**config.mk**
```make
export PLATFORM = sky130hd
export DESIGN_NAME = array_42_arb
export DESIGN_NICKNAME = d
export VERILOG_FILES = /design/src/rtl/array_42_pkg.sv /design/src/rtl/array_42_rr_arb.sv /design/src/rtl/array_42_arb.sv
export SDC_FILE = /design/constraint.sdc
export NUM_CORES = 1
export LEC_CHECK = 0
export BUFFER_PORTS_ARGS = -buffer_cell sky130_fd_sc_hd__clkbuf_2
export CORE_MARGIN = 4
export CORE_UTILIZATION = 32
export DETAILED_ROUTE_END_ITERATION = 7
export GPL_ROUTABILITY_DRIVEN = 1
export PLACE_DENSITY_LB_ADDON = 0.2
export SETUP_SLACK_MARGIN = 0.02
export SLEW_MARGIN = 15
export SYNTH_ARGS = -nofsm -noshare
export SYNTH_HDL_FRONTEND = slang
export SYNTH_SLANG_ARGS = --single-unit
```
**constraint.sdc**
```tcl
create_clock -name clock_i -period 1.5 [get_ports clock_i]
set_input_delay 0.3 -clock clock_i [delete_from_list [all_inputs] [get_ports clock_i]]
set_output_delay 0.3 -clock clock_i [all_outputs]
set_load 0.03 [all_outputs]
```
**src/rtl/array_42_pkg.sv**
```systemverilog
// Shared constants and types for the two-requester SRAM controller
// in front of the 4096x20 masked single-port macro.
package array_42_pkg;

    localparam int ADDR_W = 12;
    localparam int DATA_W = 20;
    localparam int MASK_W = 4;
    localparam int DEPTH  = 4096;

    typedef enum logic {
        INIT = 1'b0,
        RUN  = 1'b1
    } state_t;

    typedef struct packed {
        logic              write;
        logic [ADDR_W-1:0] addr;
        logic [MASK_W-1:0] wmask;
        logic [DATA_W-1:0] wdata;
    } req_t;

endpackage

```
**src/rtl/array_42_rr_arb.sv**
```systemverilog
// Two-way round-robin arbiter; priority flips to the loser after every grant.
module array_42_rr_arb (
    input  logic       clock_i,
    input  logic       reset_n_i,
    input  logic [1:0] valid_i,
    input  logic       en_i,
    output logic [1:0] grant_o
);

    logic prio_q;
    logic prio_d;

    always_comb begin
        grant_o = 2'b00;
        prio_d  = prio_q;
        if (en_i) begin
            case (valid_i)
                2'b01:   grant_o = 2'b01;
                2'b10:   grant_o = 2'b10;
                2'b11:   grant_o[prio_q] = 1'b1;
                default: grant_o = 2'b00;
            endcase
        end
        if (grant_o != 2'b00) begin
            prio_d = ~grant_o[1];
        end
    end

    always_ff @(posedge clock_i or negedge reset_n_i) begin
        if (!reset_n_i) begin
            prio_q <= 1'b0;
        end else begin
            prio_q <= prio_d;
        end
    end

endmodule

```
**src/rtl/array_42_arb.sv**
```systemverilog
// Zero-fills the SRAM macro after reset or clear, then shares its single
// RW port between two requesters with round-robin arbitration.
module array_42_arb
    import array_42_pkg::*;
(
    input  logic                         clock_i,
    input  logic                         reset_n_i,
    input  logic                         clear_i,
    output logic                         init_done_o,
    input  logic [1:0]                   req_valid_i,
    output logic [1:0]                   req_ready_o,
    input  logic [1:0]                   req_write_i,
    input  logic [1:0][ADDR_W-1:0]       req_addr_i,
    input  logic [1:0][MASK_W-1:0]       req_wmask_i,
    input  logic [1:0][DATA_W-1:0]       req_wdata_i,
    output logic [1:0]                   resp_valid_o,
    output logic [1:0][DATA_W-1:0]       resp_rdata_o,
    output logic                         sram_en_o,
    output logic                         sram_wmode_o,
    output logic [ADDR_W-1:0]            sram_addr_o,
    output logic [MASK_W-1:0]            sram_wmask_o,
    output logic [DATA_W-1:0]            sram_wdata_o,
    input  logic [DATA_W-1:0]            sram_rdata_i
);

    localparam logic [ADDR_W-1:0] LAST_ADDR = ADDR_W'(DEPTH - 1);

    state_t            state_q, state_d;
    logic [ADDR_W-1:0] fill_cnt_q, fill_cnt_d;
    logic              rd_pending_q, rd_pending_d;
    logic              rd_port_q, rd_port_d;

    req_t              req [2];
    req_t              req_sel;
    logic              arb_en;
    logic [1:0]        grant;

    genvar gi;
    generate
        for (gi = 0; gi < 2; gi++) begin : g_port
            assign req[gi] = '{write: req_write_i[gi],
                               addr:  req_addr_i[gi],
                               wmask: req_wmask_i[gi],
                               wdata: req_wdata_i[gi]};
            assign resp_valid_o[gi] = rd_pending_q && (rd_port_q == 1'(gi));
            assign resp_rdata_o[gi] = sram_rdata_i;
        end
    endgenerate

    // clear suppresses grants in the same cycle it is seen
    assign arb_en      = (state_q == RUN) && !clear_i;
    assign req_ready_o = grant;
    assign init_done_o = (state_q == RUN);
    assign req_sel     = grant[1] ? req[1] : req[0];

    array_42_rr_arb u_rr_arb (
        .clock_i   (clock_i),
        .reset_n_i (reset_n_i),
        .valid_i   (req_valid_i),
        .en_i      (arb_en),
        .grant_o   (grant)
    );

    always_comb begin
        state_d      = state_q;
        fill_cnt_d   = fill_cnt_q;
        sram_en_o    = 1'b0;
        sram_wmode_o = 1'b0;
        sram_addr_o  = '0;
        sram_wmask_o = '0;
        sram_wdata_o = '0;
        rd_pending_d = 1'b0;
        rd_port_d    = rd_port_q;

        case (state_q)
            INIT: begin
                sram_en_o    = 1'b1;
                sram_wmode_o = 1'b1;
                sram_wmask_o = '1;
                sram_addr_o  = fill_cnt_q;
                fill_cnt_d   = fill_cnt_q + 1'b1;
                if (fill_cnt_q == LAST_ADDR) begin
                    state_d = RUN;
                end
            end
            RUN: begin
                if (grant != 2'b00) begin
                    sram_en_o    = 1'b1;
                    sram_wmode_o = req_sel.write;
                    sram_addr_o  = req_sel.addr;
                    sram_wmask_o = req_sel.wmask;
                    sram_wdata_o = req_sel.wdata;
                    rd_pending_d = !req_sel.write;
                    rd_port_d    = grant[1];
                end
            end
            default: state_d = INIT;
        endcase

        if (clear_i) begin
            state_d    = INIT;
            fill_cnt_d = '0;
        end
    end

    always_ff @(posedge clock_i or negedge reset_n_i) begin
        if (!reset_n_i) begin
            state_q      <= INIT;
            fill_cnt_q   <= '0;
            rd_pending_q <= 1'b0;
            rd_port_q    <= 1'b0;
        end else begin
            state_q      <= state_d;
            fill_cnt_q   <= fill_cnt_d;
            rd_pending_q <= rd_pending_d;
            rd_port_q    <= rd_port_d;
        end
    end

endmodule
```
# --- Word level (Yosys, flattened, before mapping) ---
# Cells that the tools add are included.
word_totals:
  inputBits: 99
  reg_bits: 16
  out_inout_bits: 83
  elab_cells: 46
op_classes:
  magnitude_cmp: 2
  muxes: 22
  n_eq_ne: 5
  reduce_logical: 8
  bitwise: 3
  n_addsub: 1
op_table:
  columns: ["operator", "n"]
  rows:
  - ["$mux 20", 2]
  - ["$mux 37", 1]
  - ["$mux 12", 3]
  - ["$pmux 12 s2", 1]
  - ["$add 12x1->12 const B", 1]
  - ["$eq 12x12->1 const B", 1]
  - ["$mux 1", 8]
  - ["$pmux 4 s2", 1]
  - ["$pmux 2 s3", 1]
  - ["$eq 2x2->1 const B", 2]
  - ["$logic_and 1x1->1", 4]
  - ["$mux 4", 1]
  - ["$pmux 1 s2", 2]
  - ["$not 1->1", 3]
  - ["$eq 2x1->1 const B", 1]
  - ["$logic_not 1->1", 2]
  - ["$lt 1x2->1 const B", 1]
  - ["$mux 2", 1]
  - ["$ne 2x2->1 const B", 1]
  - ["$reduce_and 2->1", 1]
  - ["$reduce_bool 2->1", 1]
  - ["$demux 1 s1", 1]
  - ["$ge 1x1->1 const B", 1]

# --- Longest topological paths before layout ---
logic_depth:
  word_depth: 10
  depth_mapped: 6
  mapped_depth_nobuf: 5

# --- Modules after synthesis ---
# From an unflattened synthesis, not the netlist that was laid out.
hier_totals:
  hier_cells: 244
  hier_area_um2: 1814.2
modules_own_cells:
  columns: ["mod", "cells_each", "n_inst", "seq_area_each_um2", "area_per_inst_um2"]
  rows:
  - ["array_42_arb", 236, 1, 375.4, 1752.9]
  - ["array_42_rr_arb", 8, 1, 25.0, 61.3]

# --- Least setup slack after synthesis ---
# No wires, ideal clock.
synth_path:
  path_kind: "reg2out"
  start: "reg state_q, in the netlist init_done_o"
  end: "out sram_addr_o[9]"
  arrival_time_ns: 1.751
  path_buffers: 1
  path_stages_with_launch: 5
  slack_ns: -0.551
  t_required_ns: 1.200
  cell_sequence: "dfrtp_1 and2b_1 o21ai_1 buf_2 o21ai_0"
synth_between:
  elab_chain_cells: 5
  word_cells_on_any_way: 7
  classes_between: "4 x mux; 1 x bitwise; 2 x reduce/logical"
synth_rtl:
  columns: ["element", "line", "source"]
  rows:
  - ["start: declaration", "array_42_arb.sv:28", "state_t state_q, state_d;"]
  - ["start signal: assignment", "array_42_arb.sv:113", "state_q <= state_d;"]
  - ["$logic_and 1x1->1", "array_42_arb.sv:51", "assign arb_en = (state_q == RUN) && !clear_i;"]
  - ["$mux 2", "array_42_rr_arb.sv:16", "if (en_i) begin"]
  - ["$mux 37 / $reduce_bool 2->1 (equally long branches)", "array_42_arb.sv:54, array_42_arb.sv:87", null]
  - ["$mux 12", "array_42_arb.sv:87", "if (grant != 2'b00) begin"]
  - ["$pmux 12 s2 *", "array_42_arb.sv:75", "case (state_q)"]
  - ["end: declaration", "array_42_arb.sv:20", "output logic [ADDR_W-1:0] sram_addr_o,"]
# Every way passes the cells marked *; elsewhere a longest branch is shown, timed or not.

# --- Worst setup path in the final report ---
layout_path:
  start: "reg state_q, in the netlist init_done_o"
  end: "out sram_addr_o[1]"
# Same word-level chain as after synthesis.

==> impl_metrics.env <==
export IMPL_status="complete, but fails checks"
export IMPL_hold_start="req_write_i[0]"
export IMPL_drive_gt1_share_pct=64.39
export IMPL_setup_viol=42
export IMPL_netlist_instances=238
export IMPL_track_usage_pct=18.42
export IMPL_drt_pass1_iterations=4
export IMPL_holdCritPathClass="in -> reg"
export IMPL_synth_area_leaders="dfrtp_1 (23%), buf_4 (18%), mux2i_1 (10%), nand2_1 (9.5%), a21oi_1 (7.2%)"
export IMPL_dp_cells=394
export IMPL_num_antenna_cells=0
export IMPL_end_kind="primary output"
export IMPL_vias_per_cell=4.916
export IMPL_overflow=0
export IMPL_antenna_found_initial=0
export IMPL_leakage_nw=1.501
export IMPL_die_x_um=81.59
export IMPL_synth_ff_type="dfrtp_1"
export IMPL_initial_core_util_pct=33.50
export IMPL_route_detailed_drc=0
export IMPL_p_int_w=0.0008327
export IMPL_first_iter_violations=45
export IMPL_grt_pass1_vias=1975
export IMPL_core_area_um2=5172
export IMPL_r2r_start="init_done_o"
export IMPL_cts_path_max_buffers=2
export IMPL_finalCritPeriodShare_pct=126.0
export IMPL_cp_start_kind="register"
export IMPL_finalClockSkew_ns=0.001788
export IMPL_clockPowerShare_pct=27.8
export IMPL_pwr_share_seq_pct=39.0
export IMPL_ys_types=35
export IMPL_tns_ns=-14.39
export IMPL_critPathArrivalTime_ns=1.59
export IMPL_post_route_min_period_ns=1.890
export IMPL_nets=438
export IMPL_reg2reg_to="rd_port_q"
export IMPL_final_cells=407
export IMPL_rows=26
export IMPL_r2r_cells=9
export IMPL_syn_to_final_growth_pct=94.01
export IMPL_synth_nets=338
export IMPL_synth_area_per_cell_um2=7.281
export IMPL_p_sw_w=0.0003364
export IMPL_crit_fanout=8
export IMPL_clock_tree_root_cell="clkbuf_8"
export IMPL_required_ns=1.20
export IMPL_port_buffers=121
export IMPL_worst_pin_slew_ns=0.4394
export IMPL_yosysTopAreaCellShare_pct=23.10
export IMPL_wirelength_um=6754
export IMPL_htree_levels=1
export IMPL_syn_area_um2=1733
export IMPL_clock_latency_ns=0.24
export IMPL_die_h_um=81.59
export IMPL_slew_headroom_pct=70.59
export IMPL_numClockSinks=16
export IMPL_grt_pass1_wl_um=9694
export IMPL_synth_edf_count=0
export IMPL_crit_type="reg -> out"
export IMPL_switching_share_pct=28.77
export IMPL_ios=182
export IMPL_yosys_warnings=0
export IMPL_final_hold_viol_count=0
export IMPL_violations="negative setup slack"
export IMPL_maxSlewViolCount=0
export IMPL_irDropWorstVdd_mv=0.6526
export IMPL_cap_violations=0
export IMPL_clk_pin_slew_ns=0.06
export IMPL_synth_seq_cells=16
export IMPL_holdPathEnd="rd_pending_q"
export IMPL_fp_dieArea_um2=6657
export IMPL_ant_nets=0
export IMPL_cts_tree="yes"
export IMPL_grt_max_degree=23
export IMPL_combPwrFrac_pct=33.2
export IMPL_fin_ws_ns=-0.3902
export IMPL_rsz0062_at_grt="true"
export IMPL_cts_buffers=3
export IMPL_wire_per_inst_um=16.59
export IMPL_fmax_mhz=529.0
export IMPL_ys_seq_area_share_pct=23.10
export IMPL_place_hpwl_um=5148
export IMPL_synth_top_area_cell="dfrtp_1"
export IMPL_gp_congestion=0.7164
export IMPL_via_count=2001
export IMPL_synthArstFlopShare_pct=100.0
export IMPL_r2r_setup_slack_ns=-0.03
export IMPL_powerDensity_nw_per_um2=347.7
export IMPL_whs_path_depth=2
[synthesized netlist by cell type (3+ instances only)]
cell,instances
a21oi_1,25
buf_2,6
buf_4,41
clkbuf_1,4
dfrtp_1,16
inv_1,13
mux2i_1,18
nand2_1,44
nor2_1,11
nor3_1,3
o21ai_0,10
o22ai_1,11
or3_1,3
xnor2_1,7
[placed cells by master, fill, tap and decap left out, drive strengths merged]
master	synthesis	final
mux2i	18	18
nand4	2	2
o22ai	11	11
nor3	3	3
xnor2	7	7
nor4	1	1
buf	48	31
nand2b	2	2
inv	14	14
nand2	45	45
dlygate4sd3	0	1
and3	1	1
a41oi	1	1
and2	2	2
or3	3	3
or2	1	1
xor2	1	1
ha	1	1
dfrtp	16	16
nand3b	2	2
and2b	1	1
nand3	3	3
nand4b	1	1
nor2b	2	2
a21oi	25	25
clkbuf	4	119
o21ai	11	11
a211oi	1	1
nor2	11	11
[cell type report]
cell class                 instances  area [um2]
multi-input combinational        156        1485
fill                             414        1810
sequential                        16       401.6
tap                               70       87.58
inverter                          14       55.05
clock buffer                       4       45.04
timing repair buffer             147        1287
[worst max-delay path: stages (launching register included)]
cell      delay, ns
dfrtp_2        0.39
and2b_2        0.21
buf_6          0.12
o21ai_4        0.16
buf_16         0.21
o22ai_4        0.07
clkbuf_8       0.17
[state kept, by name, summed over array words and instances, names as in the netlist]
signal,flops
rd_pending_q,1
rd_port_q,1
fill_cnt_q,12
init_done_o,1
u_rr_arb.prio_q,1
[metrics by stage]
stage	total power (W)	setup WS [ns]	util, %	instance area, um2	hold WS, ns
finish	0.001169	-0.3902	65.00	3362	0.2724
global route	0.001222	-0.4473	65.00	3362	0.2713
CTS	0.001166	-0.3739	62.70	3243	0.2699
detailed placement	0.0008019	-0.2156	51.62	2670	0.2516
global placement	0.0007958	-0.1931	51.62	2670	0.2453
floorplan	0.0008332	-0.1676	-	2193	0.004409
[cells by family (layout without fill, tap and decap cells)]
logic type | after synthesis | count (layout) | synth area share (%)
compound gates | 49 | 49 | 15.31
xor+xnor | 8 | 8 | 4.043
fa+ha+maj | 1 | 1 | 0.7219
buf+inv | 66 | 165 | 24.04
flops | 16 | 16 | 23.10
mux | 18 | 18 | 10.40
simple gates | 80 | 80 | 22.38
[worst max-delay path by stage]
| stage | from | to | slack (ns) | cells after the start |
|---|---|---|---|---|
| 4_1_cts | init_done_o | sram_wmask_o[0] | -0.37 | 6 |
| 2_1_floorplan | init_done_o | sram_wdata_o[11] | -0.17 | 6 |
| 6_report | init_done_o | sram_addr_o[1] | -0.39 | 6 |
| 3_5_place_dp | clear_i | sram_wdata_o[16] | -0.22 | 8 |
| 3_3_place_gp | clear_i | sram_wdata_o[0] | -0.19 | 8 |
| 5_1_grt | init_done_o | sram_addr_o[7] | -0.45 | 6 |
[power by group through the flow]
stage | Clock (W) | Combinational, W | Sequential, W
after CTS | 0.000333 | 0.000378 | 0.000455
after detailed placement | 0 | 0.000339 | 0.000463
after global placement | 0 | 0.000333 | 0.000463
final | 0.000326 | 0.000388 | 0.000456
after floorplan | 0 | 0.000371 | 0.000462
after global routing | 0.000349 | 0.000417 | 0.000457
[metal layers]
metal	track usage, %	vias up	wire length (um)
li1	-	959	-
met1	21.69	936	2469
met3	3.070	23	452
met5	0	-	0
met4	4.651	0	231
met2	34.36	83	3601
[repair_timing]
item | in CTS | in global routing
resized for setup | 106 | 19
gates cloned | 1 | 1
pin swaps | 10 | 4
buffers inserted | 3 | 3
endpoints found under the hold margin | 16 | 0
hold buffers | 1 | 0
setup endpoints to repair | 41 | 44
Power figures use the tool's default switching activity.
